### config.mk
export PLATFORM = sky130hd
export DESIGN_NAME = cpu_sequencer
export DESIGN_NICKNAME = d
export VERILOG_FILES = /design/src/rtl/cpu_sequencer_pkg.sv /design/src/rtl/cpu_sequencer_step_counter.sv /design/src/rtl/cpu_sequencer.sv
export SDC_FILE = /design/constraint.sdc
export NUM_CORES = 1
export LEC_CHECK = 0
export ABC_AREA = 1
export ABC_CLOCK_PERIOD_IN_PS = 1600
export CORE_MARGIN = 4
export CORE_UTILIZATION = 41
export CTS_BUF_LIST = sky130_fd_sc_hd__clkbuf_16
export DETAILED_ROUTE_END_ITERATION = 8
export PLACE_DENSITY = 0.82
export SYNTH_ARGS = -nofsm -noshare
export SYNTH_HDL_FRONTEND = slang
export SYNTH_HIERARCHICAL = 1
export SYNTH_SLANG_ARGS = --single-unit
### constraint.sdc
create_clock -name clk -period 1.6 [get_ports clk]
set_input_delay 0.32 -clock clk [delete_from_list [all_inputs] [get_ports clk]]
set_output_delay 0.32 -clock clk [all_outputs]
set_load 0.005 [all_outputs]
### src/rtl/cpu_sequencer_pkg.sv
// Shared definitions for the cpu run-control sequencer: state encoding,
// default halt opcode and the CLEAR hold-counter width.
package cpu_sequencer_pkg;

  localparam int          CLR_CNT_W    = 4;
  localparam logic [15:0] HALT_INS_DEF = 16'hFFFF;

  typedef enum logic [2:0] {
    S_CLEAR   = 3'd0,
    S_IDLE    = 3'd1,
    S_FETCH   = 3'd2,
    S_EXEC_LO = 3'd3,
    S_EXEC_HI = 3'd4,
    S_HALT    = 3'd5
  } seq_state_e;

endpackage

### src/rtl/cpu_sequencer_step_counter.sv
// Generic enable/clear up-counter; wraps naturally at 2**W.
module step_counter #(
  parameter int W = 16
) (
  input  logic         clk,
  input  logic         clr_i,
  input  logic         en_i,
  output logic [W-1:0] cnt_o
);

  logic [W-1:0] cnt_q;

  always_ff @(posedge clk) begin
    if (clr_i)     cnt_q <= '0;
    else if (en_i) cnt_q <= cnt_q + 1'b1;
  end

  assign cnt_o = cnt_q;

endmodule

### src/rtl/cpu_sequencer.sv
// Fetch/run-control sequencer for the single-cycle cpu: fetches one word per
// instruction, pulses cpu_clk low once, and handles run/step/breakpoint/halt.
module cpu_sequencer
  import cpu_sequencer_pkg::*;
#(
  parameter int unsigned CLEAR_CYCLES = 2,
  parameter logic [15:0] HALT_INS     = HALT_INS_DEF
) (
  input  logic        clk,
  input  logic        _clear,
  input  logic        run,
  input  logic        step,
  input  logic        bkpt_en,
  input  logic [15:0] bkpt_addr,
  input  logic [15:0] pc,
  output logic        cpu_clk,
  output logic        cpu_clear,
  output logic [15:0] cpu_ins,
  output logic        mem_req,
  output logic [15:0] mem_addr,
  input  logic        mem_ack,
  input  logic [15:0] mem_data,
  output logic        stopped,
  output logic        halted,
  output logic [15:0] steps
);

  localparam logic [CLR_CNT_W-1:0] CLR_INIT = CLR_CNT_W'(CLEAR_CYCLES);

  seq_state_e           state_q, state_d;
  logic [CLR_CNT_W-1:0] clr_cnt_q, clr_cnt_d;
  logic                 oneshot_q, oneshot_d;
  logic [15:0]          ins_q, ins_d;
  logic [15:0]          addr_q, addr_d;
  logic                 cpu_clk_q, cpu_clear_q, mem_req_q, stopped_q, halted_q;

  always_comb begin
    state_d   = state_q;
    clr_cnt_d = clr_cnt_q;
    oneshot_d = oneshot_q;
    ins_d     = ins_q;
    addr_d    = addr_q;
    case (state_q)
      S_CLEAR: begin
        if (clr_cnt_q > CLR_CNT_W'(1)) clr_cnt_d = clr_cnt_q - 1'b1;
        else                           state_d   = S_IDLE;
      end
      S_IDLE: begin
        if (run) begin
          state_d   = S_FETCH;
          oneshot_d = 1'b0;
        end else if (step) begin
          state_d   = S_FETCH;
          oneshot_d = 1'b1;
        end
      end
      S_FETCH: begin
        if (mem_ack) begin
          ins_d   = mem_data;
          state_d = (mem_data == HALT_INS) ? S_HALT : S_EXEC_LO;
        end
      end
      S_EXEC_LO: state_d = S_EXEC_HI;
      S_EXEC_HI: begin
        // pc here is already the post-writeback value, so the breakpoint
        // can never block the first instruction issued from IDLE.
        if (oneshot_q || !run)                  state_d = S_IDLE;
        else if (bkpt_en && (pc == bkpt_addr))  state_d = S_IDLE;
        else                                    state_d = S_FETCH;
      end
      S_HALT:  state_d = S_HALT;
      default: state_d = S_CLEAR;
    endcase
    if ((state_d == S_FETCH) && (state_q != S_FETCH)) addr_d = pc;
  end

  always_ff @(posedge clk) begin
    if (!_clear) begin
      state_q     <= S_CLEAR;
      clr_cnt_q   <= CLR_INIT;
      oneshot_q   <= 1'b0;
      ins_q       <= '0;
      addr_q      <= '0;
      cpu_clk_q   <= 1'b0;
      cpu_clear_q <= 1'b1;
      mem_req_q   <= 1'b0;
      stopped_q   <= 1'b0;
      halted_q    <= 1'b0;
    end else begin
      state_q     <= state_d;
      clr_cnt_q   <= clr_cnt_d;
      oneshot_q   <= oneshot_d;
      ins_q       <= ins_d;
      addr_q      <= addr_d;
      cpu_clk_q   <= !((state_d == S_CLEAR) || (state_d == S_EXEC_LO));
      cpu_clear_q <= (state_d == S_CLEAR);
      mem_req_q   <= (state_d == S_FETCH);
      stopped_q   <= (state_d == S_IDLE);
      halted_q    <= (state_d == S_HALT);
    end
  end

  // Counter advances on the EXEC_LO->EXEC_HI edge so steps rises with cpu_clk.
  step_counter #(.W(16)) u_steps (
    .clk   (clk),
    .clr_i (!_clear),
    .en_i  (state_q == S_EXEC_LO),
    .cnt_o (steps)
  );

  assign cpu_clk   = cpu_clk_q;
  assign cpu_clear = cpu_clear_q;
  assign cpu_ins   = ins_q;
  assign mem_req   = mem_req_q;
  assign mem_addr  = addr_q;
  assign stopped   = stopped_q;
  assign halted    = halted_q;

endmodule
==> results list <==
- Overall die area: 9170 µm²
- Failing checks: negative setup slack
- Maximum clock rate: between 500 and 600 MHz
- Type of the worst min-delay path: input port to flip-flop
- Across the run, the number of max-cap violations was 0.
* Clock tree from TritonCTS: done
- For this run, design rule violations remaining after detail routing come to 0.
- The die is about 96 µm tall.
* Endpoint arrival time on the critical path: between 2 and 2.5 ns
- Once detailed placement completed, the half-perimeter wirelength came to 6670 µm.
* Area added between synthesis and finish: 65.8%
- Endpoint of the most critical register-to-register path: mem_addr[15]$_SDFFE_PN0P_
* Vias per Instance: between 4 and 5
- At the later pin of the worst-skew pair, clock insertion delay measures 0.33 ns.
- Global router's overall resource usage: 22.3%
* Total Power: around 0.008 W
- Start-to-end type of the worst setup path: flip-flop to flip-flop
- Worst hold slack across all endpoints: 0.291 ns
- Buffers inserted to repair hold after CTS numbered 0.
- Number of slew-limit violations in the final report: 0
* Total power per unit cell area: 1560 nW/µm²
- In the synthesized netlist, mux cells make up 0% of the area.
- Non-filler instance count after layout: between 700 and 800
* End point of the worst hold path: cpu_ins[13]$_SDFFE_PN0P_
* RSZ-0062 raised after global routing: true
- The synthesized netlist devotes between 30% and 40% of its cell area to simple gates.
* Critical path fanouts, max: 8
- Synth Flop Type: sky130_fd_sc_hd__dfxtp_1
- By area, the combinational part of the netlist is dominated by simple AND/OR/NAND/NOR gates.
- After the last flow step, the layout net total stands at 701.
- For this design, the slowest cell found on the critical path is sky130_fd_sc_hd__dfxtp_2.
* Worst setup slack for register-to-register paths: -0.16 ns
- STA classifies the critical path endpoint as a flip-flop.
- Top-level port count: 107
- Total global routing overflow: 0
- Summing the areas of all compound-gate instances in the mapped netlist gives about 8.6% of the synthesized area.
- Type of element launching the critical path: flip-flop
* Post-synthesis area per instance: 6.50 µm²
- Startpoint of the worst hold path: mem_data[13]
- Maximum VDD drop: between 0.0008 and 0.0009 V
* Drt wl/cell: around 14 µm
* Library cell appearing most often on the critical path: sky130_fd_sc_hd__inv_2
- The pre-antenna-repair detailed-routing pass consisted of 5 iterations.
* Layout filler cell count: 566
* Critical path buffers and inverters: 4
- Count of synthesis-stage warnings from yosys: 6
- Iteration-0 DRC count of the detailed router: 148
* Leakage: 2.44 nW
* Horizontal extent of the die: roughly 96 µm
* Remaining antenna violation count: 0
* Instance count of the mapped netlist: 486
* Total core area: 7370 µm²
- Once routing completed, OpenROAD measured the worst setup slack at -0.156 ns.
- The initial antenna violation count was 1.
- The flow ran to the end, but the final reports show violations.
- The kind of cell with the highest combined delay along the critical path is compound AO/OA/AOI/OAI gates.
* Total number of vias: 3694
* Number of library cell types mapped by synthesis: 36
- Post-route minimum period: 1.76 ns
- Routed Wire Length: 10700 µm
* Clk buf depth: 2
- Synthesis produced a netlist with a net count of 543.
- Sequential element share of the synthesized area: roughly two fifths
- Critical R2R Launch: clr_cnt_q[1]$_SDFFE_PN1P_
- Number of placement rows: 31
* Critical Path, Cell by Cell: inv_4 -> ha_4 -> o21ai_4 -> nor2_2 -> inv_2 -> o211ai_1 -> a21oi_4 -> buf_4 -> nand3_4 -> nand2_1 -> inv_2 -> nor2_1
- The number of global-route vias before repair is 3607.
- TritonCTS created 9 clock buffers.
* Slew headroom: 75.4%
* Length in cells of the worst reg-to-reg path: 12
- Maximum number of pins on one net before global-route repair: 21
* Hold path depth: 3
* Clock Root Buffer: sky130_fd_sc_hd__clkbuf_16
- Number of buffer cells added on primary ports: 106
- Proportion of layout cells with a drive suffix above 1: 27.3%
- After Yosys synthesis, XOR and XNOR cells account for 1.11% of the synthesized area.
* Combined flip-flop and latch cell area: 1240 µm²
- The hold violation count in the final report came to 0.
- Synthesis inferred 61 register bits.
- Final worst-path cycle share: 110%
- For this run, the slowest stage of the critical path takes around 0.35 ns.
- For the worst setup path, the data required time is approximately 1.9 ns.
- Synth async-reset ratio: 0%
- Area fraction of the dominant cell type after synthesis: 38.7%
- Clock-pin slew was measured on the worst setup and hold paths at 0.05 ns.
* Global-route wire length before repair: 15900 µm
- For this design, the sink count on the clock tree is roughly 60.
- Worst-margin pin slew: 0.368 ns
- By area the synthesized netlist is led by sky130_fd_sc_hd__dfxtp_1, sky130_fd_sc_hd__nand2_1, sky130_fd_sc_hd__inv_1.
- Cell taking the most area after synthesis: sky130_fd_sc_hd__dfxtp_1
- Starting density of the core: 42.9%
- Counting tap cells, the placed design contains a total of 717 instances.
- Fin Clk Skew: 0.00597 ns
- Counting flops with a built-in enable in the synthesized netlist gives 0.
- Area of the mapped netlist: approximately 3200 µm²
* Max H-tree Level: 3
- Final-report setup violation count: 22
- Multi-input logic area: 1700 µm²
* RD Place Congestion: 0.835
- Of the total synthesized cell area, the portion taken by full adders, half adders and majority gates is around 1.2%.
==> synth_stat cells (2+ instances only) <==
library cell,n
sky130_fd_sc_hd__ha_1,3
sky130_fd_sc_hd__nand2_2,8
sky130_fd_sc_hd__and3_1,2
sky130_fd_sc_hd__buf_2,4
sky130_fd_sc_hd__inv_1,88
sky130_fd_sc_hd__buf_1,2
sky130_fd_sc_hd__nor2_2,3
sky130_fd_sc_hd__a21oi_1,16
sky130_fd_sc_hd__nand2_1,105
sky130_fd_sc_hd__o21ai_0,25
sky130_fd_sc_hd__nor3_1,9
sky130_fd_sc_hd__xnor2_1,4
sky130_fd_sc_hd__dfxtp_1,61
sky130_fd_sc_hd__nand4_1,21
sky130_fd_sc_hd__o21ai_1,2
sky130_fd_sc_hd__inv_2,10
sky130_fd_sc_hd__clkbuf_1,6
sky130_fd_sc_hd__nor2_4,4
sky130_fd_sc_hd__nor2_1,83
sky130_fd_sc_hd__nand3_1,14
==> through the flow <==
| stage | setup TNS [ns] | utilization [%] | area [µm²] | worst slack [ns] |
|---|---|---|---|---|
| after detailed placement | -12.21 | 62.3 | 4590 | -0.560 |
| final | -2.37 | 71.1 | 5240 | -0.156 |
| after global routing | -4.75 | 71.1 | 5240 | -0.261 |
| after floorplan | 0 | - | 3170 | 0.00681 |
| after CTS | -1.05 | 69.0 | 5090 | -0.0793 |
| after global placement | -10.12 | 62.3 | 4590 | -0.473 |
==> worst reg2reg max path: stages, from the launching register on <==
cell and delay, ns:
sky130_fd_sc_hd__dfxtp_2 0.35, sky130_fd_sc_hd__inv_4 0.05, sky130_fd_sc_hd__ha_4 0.17, sky130_fd_sc_hd__o21ai_4 0.16, sky130_fd_sc_hd__nor2_2 0.06, sky130_fd_sc_hd__inv_2 0.06
sky130_fd_sc_hd__o211ai_1 0.12, sky130_fd_sc_hd__a21oi_4 0.18, sky130_fd_sc_hd__buf_4 0.15, sky130_fd_sc_hd__nand3_4 0.13, sky130_fd_sc_hd__nand2_1 0.15, sky130_fd_sc_hd__inv_2 0.05
sky130_fd_sc_hd__nor2_1 0.09
==> placed cells by master (no fill, tap or decap), drive strengths merged, types with 2 or more instances in the layout <==
master         netlist  routed
nand2              114     114
inv                 98     100
nor2                90      90
dfxtp               61      61
clkdlybuf4s50        0      57
buf                  8      54
dlygate4sd2          0      31
o21ai               27      27
nand4               21      21
a21oi               18      18
nand3               16      17
clkbuf               6      15
nor3                10      10
dlymetal6s2s         0       6
clkdlybuf4s15        0       6
xnor2                4       4
ha                   3       3
clkinv               1       3
and3                 2       2
clkinvlp             0       2
==> layout make-up <==
type                            count  area share, %
Clock buffer                        9           4.30
Antenna cell                        1         0.0478
Tap cell                           99           2.37
Timing Repair Buffer              160           28.6
Inverter                           99           7.19
Sequential cell                    61           23.7
Multi-Input combinational cell    313           32.4
Clock inverter                      7           1.29
==> flip-flops by register name, summed over array words and instances, names as in the netlist <==
signal	count
cpu_ins	16
cpu_clk	1
cpu_clear	1
stopped	1
halted	1
state_q	3
u_steps/cnt_o	16
oneshot_q	1
mem_req	1
mem_addr	16
clr_cnt_q	4
==> power breakdown <==
part | internal, W | switching [W] | total (W)
registers | 0.00193 | 0.000247 | 0.00217
clock network | 0.00119 | 0.000690 | 0.00188
logic | 0.00209 | 0.00203 | 0.00412
==> kinds of logic (layout without fill, tap and decap cells) <==
logic type,Yosys count,count (layout)
simple gates,256,257
other cells,0,1
xor+xnor,4,4
fa+ha+maj,3,3
flops,61,61
buf+inv,113,275
compound gates,49,49
==> worst max-delay path by stage <==
stage | startpoint | end | cells past startpoint
after floorplan | clr_cnt_q[1]$_SDFFE_PN1P_ | mem_addr[14]$_SDFFE_PN0P_ | 12
after global placement | mem_data[3] | mem_addr[2]$_SDFFE_PN0P_ | 12
after detailed placement | pc[12] | mem_addr[0]$_SDFFE_PN0P_ | 14
after CTS | clr_cnt_q[0]$_SDFFE_PN0P_ | mem_addr[15]$_SDFFE_PN0P_ | 12
after global routing | clr_cnt_q[1]$_SDFFE_PN1P_ | mem_addr[15]$_SDFFE_PN0P_ | 12
final | clr_cnt_q[1]$_SDFFE_PN1P_ | mem_addr[15]$_SDFFE_PN0P_ | 12
==> repair_timing <==
item,4_1_cts,5_1_grt
endpoints found under the setup margin,34,40
resized for setup,94,66
gates cloned,3,0
pin swaps,46,34
setup buffers,6,6
==> layer usage <==
metal / vias to the layer above / routed length [µm] / GRT usage [%]
li1: 1808 / - / -
met1: 1671 / 3960 / 24.4
met2: 178 / 5340 / 39.0
met3: 37 / 999 / 8.52
met4: 0 / 391 / 8.29
met5: - / 0 / 0
Power figures use the tool's default switching activity.
